==> src/rtl/comm_link_tx_scheduler.sv <==
// rtl/comm_link_tx_scheduler.sv - credit-gated round-robin transmit scheduler
// Arbitrates core-side valid/yumi sources and splits each word into two link beats, low half first.
module comm_link_tx_scheduler #(
   parameter int NUM_SRC    = 4,
   parameter int DATA_W     = 64,
   parameter int CREDIT_MAX = 16,
   parameter int TOKEN_DIV  = 8
) (
   input  logic                                clk,
   input  logic                                rst,
   input  logic [NUM_SRC-1:0]                  src_valid_i,
   input  logic [NUM_SRC*DATA_W-1:0]           src_data_i,
   output logic [NUM_SRC-1:0]                  src_yumi_o,
   output logic                                link_valid_o,
   output logic [DATA_W/2-1:0]                 link_data_o,
   output logic                                link_last_o,
   input  logic                                link_ready_i,
   input  logic                                token_i,
   output logic [$clog2(CREDIT_MAX+1)-1:0]     credit_o,
   output logic [$clog2(NUM_SRC)-1:0]          grant_id_o,
   output logic                                busy_o,
   output logic                                err_o
);
   localparam int CW = $clog2(CREDIT_MAX+1);
   localparam int IW = $clog2(NUM_SRC);
   localparam int HW = DATA_W/2;

   typedef enum logic [1:0] {S_IDLE, S_SEND_LO, S_SEND_HI} state_e;

   state_e              state_q, state_d;
   logic [DATA_W-1:0]   word_q, word_d;
   logic [IW-1:0]       grant_q, grant_d;
   logic [IW-1:0]       ptr_q, ptr_d;
   logic [CW-1:0]       credit_q, credit_d;
   logic                err_q, err_d;

   logic                can_issue;
   logic                capture;
   logic                win_found;
   logic [IW-1:0]       win_idx;
   logic [IW-1:0]       cand;
   logic [CW:0]         credit_sum;

   // Rotating priority: the first valid source at or after the pointer wins.
   always_comb begin
      win_found = 1'b0;
      win_idx   = '0;
      cand      = '0;
      for (int i = 0; i < NUM_SRC; i++) begin
         cand = IW'((int'(ptr_q) + i) % NUM_SRC);
         if (!win_found && src_valid_i[cand]) begin
            win_found = 1'b1;
            win_idx   = cand;
         end
      end
   end

   // Registered credit only, so a token never unlocks a grant in its own cycle.
   assign can_issue = win_found && (credit_q != '0);

   always_comb begin
      state_d      = state_q;
      capture      = 1'b0;
      link_valid_o = 1'b0;
      link_last_o  = 1'b0;
      link_data_o  = '0;
      unique case (state_q)
         S_IDLE: begin
            if (can_issue) begin
               capture = 1'b1;
               state_d = S_SEND_LO;
            end
         end
         S_SEND_LO: begin
            link_valid_o = 1'b1;
            link_data_o  = word_q[HW-1:0];
            if (link_ready_i) state_d = S_SEND_HI;
         end
         S_SEND_HI: begin
            link_valid_o = 1'b1;
            link_last_o  = 1'b1;
            link_data_o  = word_q[DATA_W-1:HW];
            if (link_ready_i) begin
               if (can_issue) begin
                  capture = 1'b1;
                  state_d = S_SEND_LO;
               end else begin
                  state_d = S_IDLE;
               end
            end
         end
         default: state_d = S_IDLE;
      endcase
   end

   always_comb begin
      src_yumi_o = '0;
      word_d     = word_q;
      grant_d    = grant_q;
      ptr_d      = ptr_q;
      if (capture) begin
         src_yumi_o[win_idx] = 1'b1;
         word_d  = src_data_i[int'(win_idx)*DATA_W +: DATA_W];
         grant_d = win_idx;
         ptr_d   = (win_idx == IW'(NUM_SRC-1)) ? '0 : win_idx + IW'(1);
      end
   end

   // Token return and capture are netted before the saturation test.
   always_comb begin
      credit_sum = {1'b0, credit_q};
      if (token_i) credit_sum = credit_sum + (CW+1)'(TOKEN_DIV);
      if (capture) credit_sum = credit_sum - (CW+1)'(1);
      err_d = err_q;
      if (credit_sum > (CW+1)'(CREDIT_MAX)) begin
         credit_d = CW'(CREDIT_MAX);
         err_d    = 1'b1;
      end else begin
         credit_d = credit_sum[CW-1:0];
      end
   end

   always_ff @(posedge clk) begin
      if (rst) begin
         state_q  <= S_IDLE;
         word_q   <= '0;
         grant_q  <= '0;
         ptr_q    <= '0;
         credit_q <= CW'(CREDIT_MAX);
         err_q    <= 1'b0;
      end else begin
         state_q  <= state_d;
         word_q   <= word_d;
         grant_q  <= grant_d;
         ptr_q    <= ptr_d;
         credit_q <= credit_d;
         err_q    <= err_d;
      end
   end

   assign credit_o   = credit_q;
   assign grant_id_o = grant_q;
   assign busy_o     = (state_q != S_IDLE);
   assign err_o      = err_q;
endmodule

==> config.mk <==
export PLATFORM = sky130hd
export DESIGN_NAME = comm_link_tx_scheduler
export DESIGN_NICKNAME = d
export VERILOG_FILES = /design/src/rtl/comm_link_tx_scheduler.sv
export SDC_FILE = /design/constraint.sdc
export NUM_CORES = 1
export LEC_CHECK = 0
export CAP_MARGIN = 20
export CORE_AREA = 2 2 120 122
export DETAILED_ROUTE_END_ITERATION = 10
export DIE_AREA = 0 0 122 124
export PLACE_DENSITY = 0.8
export SETUP_SLACK_MARGIN = 0.02
export SYNTH_ARGS = -nofsm -noshare
export SYNTH_HDL_FRONTEND = slang
export SYNTH_SLANG_ARGS = --single-unit
==> constraint.sdc <==
create_clock -name clk -period 3 [get_ports clk]
set_input_delay 0.6 -clock clk [delete_from_list [all_inputs] [get_ports clk]]
set_output_delay 0.6 -clock clk [all_outputs]
set_load 0.03 [all_outputs]
==> impl_metrics.csv <==
group,metric,value,unit
worst_setup_path,crit_path_top_delay_cell,"dlygate4sd2_1",
logic_synthesis,synth_top_area_share,0.295,
cells_and_area,fin_util,0.633,
global_route,track_usage,0.265,
cts,cts_buffers,9,
floorplan,die_x,122,microns
logic_synthesis,synth_largest_area_cell,"dfxtp_1",
worst_setup_path,reg2reg_to,"credit_o[4]$_SDFF_PP1_",
cts,clk_latency,0.34,ns
run_status,status,"finished, final reports clean",
logic_synthesis,netlist_area,0.00515,sq mm
detailed_routing,ant_nets,0,
cts,cts_post_setup_buffers_inserted,0,
detailed_routing,routed_wl,20700,microns
detailed_routing,first_pass_iters,5,
timing,max_slew_margin,0.470,
power,pwr_density_cell,786,mW/mm^2
flow_run,drv_cap,0,
logic_synthesis,synth_area_leaders,"dfxtp_1 (30%), mux2i_1 (25%), o221ai_1 (11%)",
worst_setup_path,crit_path_cell_trace,"dlygate4sd2_1 -> inv_1 -> a221oi_2 -> o22a_4 -> inv_1 -> ha_1 -> and2_1 -> dlygate4sd2_1",
logic_synthesis,yosys_warnings,0,
placed_design,portBuffers,310,
worst_setup_path,r2r_start,"credit_o[0]$_SDFF_PP0_",
detailed_routing,vias,5677,
logic_synthesis,syn_nets,826,
worst_setup_path,cp.buffers_inverters,4,
worst_setup_path,worstRegToRegCells,8,
logic_synthesis,syn_avg_cell_area,9.36,sq um
worst_setup_path,rrSetupSlack,0.62,ns
floorplan,row_count,43,
logic_synthesis,synth_edf_count,0,
global_route,grt_max_degree,83,
logic_synthesis,async_flop_share,0,
timing,rsz0062_at_grt,"false",
timing,hold_violations,0,
global_route,grt_overflow,0,
worst_setup_path,worst-setup-path-type,"in2out",
timing,drv_slew,0,
floorplan,die_area,0.0151,sq mm
cts,cts.sinks,76,
cts,clockBufferDepth,2,
cts,root_buffer,"clkbuf_16",
cts,h-tree-depth,3,
logic_synthesis,seq_area_frac_synth,0.295,
timing,min_period,2.82,ns
power,p_leak,3.35,nW
worst_setup_path,crit_family,"buffers and inverters",
timing,worst_pin_slew,0.796,ns
floorplan,start_util,0.375,
logic_synthesis,yosysUniqueCellTypes,48,
hold_path,min_to,"ptr_q[0]$_SDFFE_PP0P_",
cells_and_area,area_delta_synth_final,68.7,%
worst_setup_path,worstSetupEndpointType,"output pin",
logic_synthesis,ys_ff_latch,76,
worst_setup_path,required,2.40,ns
floorplan,core,0.0137,sq mm
timing,final.period_utilization,0.941,
power,ir_drop,0.000535,V
logic_synthesis,ys.flop_type,"dfxtp_1",
placed_design,dp_hpwl,16200,microns
cells_and_area,drive_above_1_share,0.106,
detailed_routing,routedWlPerCell,20.3,microns
timing,setup_viol,0,
cells_and_area,n_antenna_cell,0,
timing,max_freq,354,MHz
timing,finalSetupTns,0,ns
global_route,grt_pass1_wl,30700,microns
hold_path,hold_class,"reg2reg",
floorplan,die_h,124,microns
placed_design,place.gp.congestion,0.832,
worst_setup_path,critical-path-max-stage-delay,0.34,ns
worst_setup_path,cp_max_fo,4,
cts,clkSlewWorstSetupHoldPaths,0.06,ns
cts,cts_tree,"done",
global_route,antenna_found_initial,0,
logic_synthesis,netlist_instances,550,
detailed_routing,via_per_inst,5.56,
detailed_routing,drc_errors,0,
timing,skew,0.00980,ns
cts,postCtsHoldBufs,0,
hold_path,holdCritStartpoint,"ptr_q[0]$_SDFFE_PP0P_",
cells_and_area,nFillCells,1148,
hold_path,hold_depth,2,
global_route,grt_pass1_vias,5715,
floorplan,num_io_pins,311,
worst_setup_path,arrival,2.22,ns
detailed_routing,drtIter0Drc,353,
worst_setup_path,critPathLaunchType,"primary input",
cells_and_area,final_net_count,1112,
## timing repair
| item | 4_1_cts | 5_1_grt |
|---|---|---|
| setup endpoints to repair | 3 | 3 |
| hold endpoints to repair | 0 | 0 |
| pin swaps | 0 | 2 |
| resized for setup | 8 | 2 |
## layout by cell type (no fill, tap or decap), types with 2 or more instances in the layout
| cell type | Yosys | routed |
|---|---|---|
| o21a_1 | 2 | 2 |
| buf_4 | 14 | 51 |
| o221ai_1 | 64 | 64 |
| clkinv_4 | 0 | 2 |
| bufinv_16 | 0 | 2 |
| nor2b_1 | 32 | 32 |
| clkinv_2 | 0 | 2 |
| nand3_2 | 2 | 2 |
| clkbuf_16 | 0 | 9 |
| clkdlybuf4s50_1 | 0 | 270 |
| dfxtp_1 | 76 | 76 |
| ha_1 | 12 | 12 |
| nand3_1 | 67 | 67 |
| mux2i_1 | 130 | 130 |
| dlygate4sd2_1 | 0 | 4 |
| or3_1 | 3 | 3 |
| nor2_1 | 6 | 6 |
| nor3_1 | 2 | 2 |
| a22oi_1 | 32 | 32 |
| a221oi_2 | 1 | 3 |
| nand2_1 | 8 | 8 |
| dlymetal6s2s_1 | 0 | 2 |
| a21oi_1 | 6 | 6 |
| o21ai_0 | 3 | 3 |
| and2_1 | 4 | 4 |
| buf_12 | 0 | 6 |
| xnor2_1 | 4 | 4 |
| inv_1 | 13 | 13 |
## area by class of cell
| cell class | count | area [sq um] | share of cell area |
|---|---|---|---|
| Multi-Input combinational cell | 402 | 3300 | 0.380 |
| Timing Repair Buffer | 333 | 3270 | 0.376 |
| Sequential cell | 76 | 1520 | 0.175 |
| Clock buffer | 10 | 239 | 0.0275 |
| Tap cell | 180 | 225 | 0.0259 |
| Clock inverter | 6 | 87.6 | 0.0101 |
| Inverter | 14 | 52.6 | 0.00605 |
## worst min-delay path, cell delays in order (launching register included)
cell and delay, ns:
dfxtp_1 0.31, nand2_1 0.05, a21oi_1 0.05
## cell usage after synthesis (2+ instances only)
cell        n
nor2b_1    32
o21a_1      2
buf_2      19
nor3_1      2
buf_6       2
or3_1       3
and2_1      4
a22oi_1    32
nor2_1      6
a21oi_1     6
nand3_2     2
ha_1       12
o221ai_1   64
buf_4      14
nand3_1    67
dfxtp_1    76
mux2i_1   130
inv_1      13
a221oi_1    2
nand2_1     8
clkbuf_1   22
o21ai_0     3
xnor2_1     4
## metrics by stage
stage	hold WS, ns	instances	area [sq um]	total power [mW]	setup WS, ns
floorplan	0.432	550	5150	4.30	0.337
global placement	0.446	1005	8340	5.51	-0.259
detailed placement	0.455	1005	8340	5.63	-0.319
CTS	0.463	1021	8680	6.83	0.00974
global route	0.481	1021	8690	7.19	0.100
finish	0.465	1021	8690	6.83	0.177
## flip-flops by register name, summed over array words and instances, names as in the netlist
signal / count
word_q: 64
credit_o: 5
grant_id_o: 2
ptr_q: 2
state_q: 2
err_o: 1
## power breakdown
group | switching, mW | internal (mW)
Sequential | 0.422 | 1.52
Clock | 0.442 | 0.751
Combinational | 1.99 | 1.71
Total | 2.85 | 3.98
## cell families (layout without fill, tap and decap cells)
family                     after synthesis  count (layout)  synth area share
and+or+nand+nor                        135             135             0.152
buffers and inverters                   72             363            0.0702
xor gates and xnor gates                 5               5           0.00996
DFF                                     76              76             0.295
AOI/OAI and AO/OA                      120             120             0.190
adders and majority gates               12              12            0.0292
muxes                                  130             130             0.253
## how the worst max path moves through the flow
stage,startpoint,end,slack [ns],cells past startpoint
6_report,src_valid_i[3],src_yumi_o[2],0.18,8
5_1_grt,src_valid_i[3],src_yumi_o[0],0.10,8
4_1_cts,src_valid_i[1],src_yumi_o[2],0.01,8
3_5_place_dp,src_valid_i[3],src_yumi_o[2],-0.32,8
3_3_place_gp,src_valid_i[3],src_yumi_o[2],-0.26,8
2_1_floorplan,src_valid_i[3],src_yumi_o[0],0.34,9
## layer usage
metal / global-route usage / wire length (microns)
met5: 0 / 0
met4: 0.0733 / 331
met3: 0.0394 / 1420
met2: 0.466 / 10300
met1: 0.337 / 8640
Power figures use the tool's default switching activity.
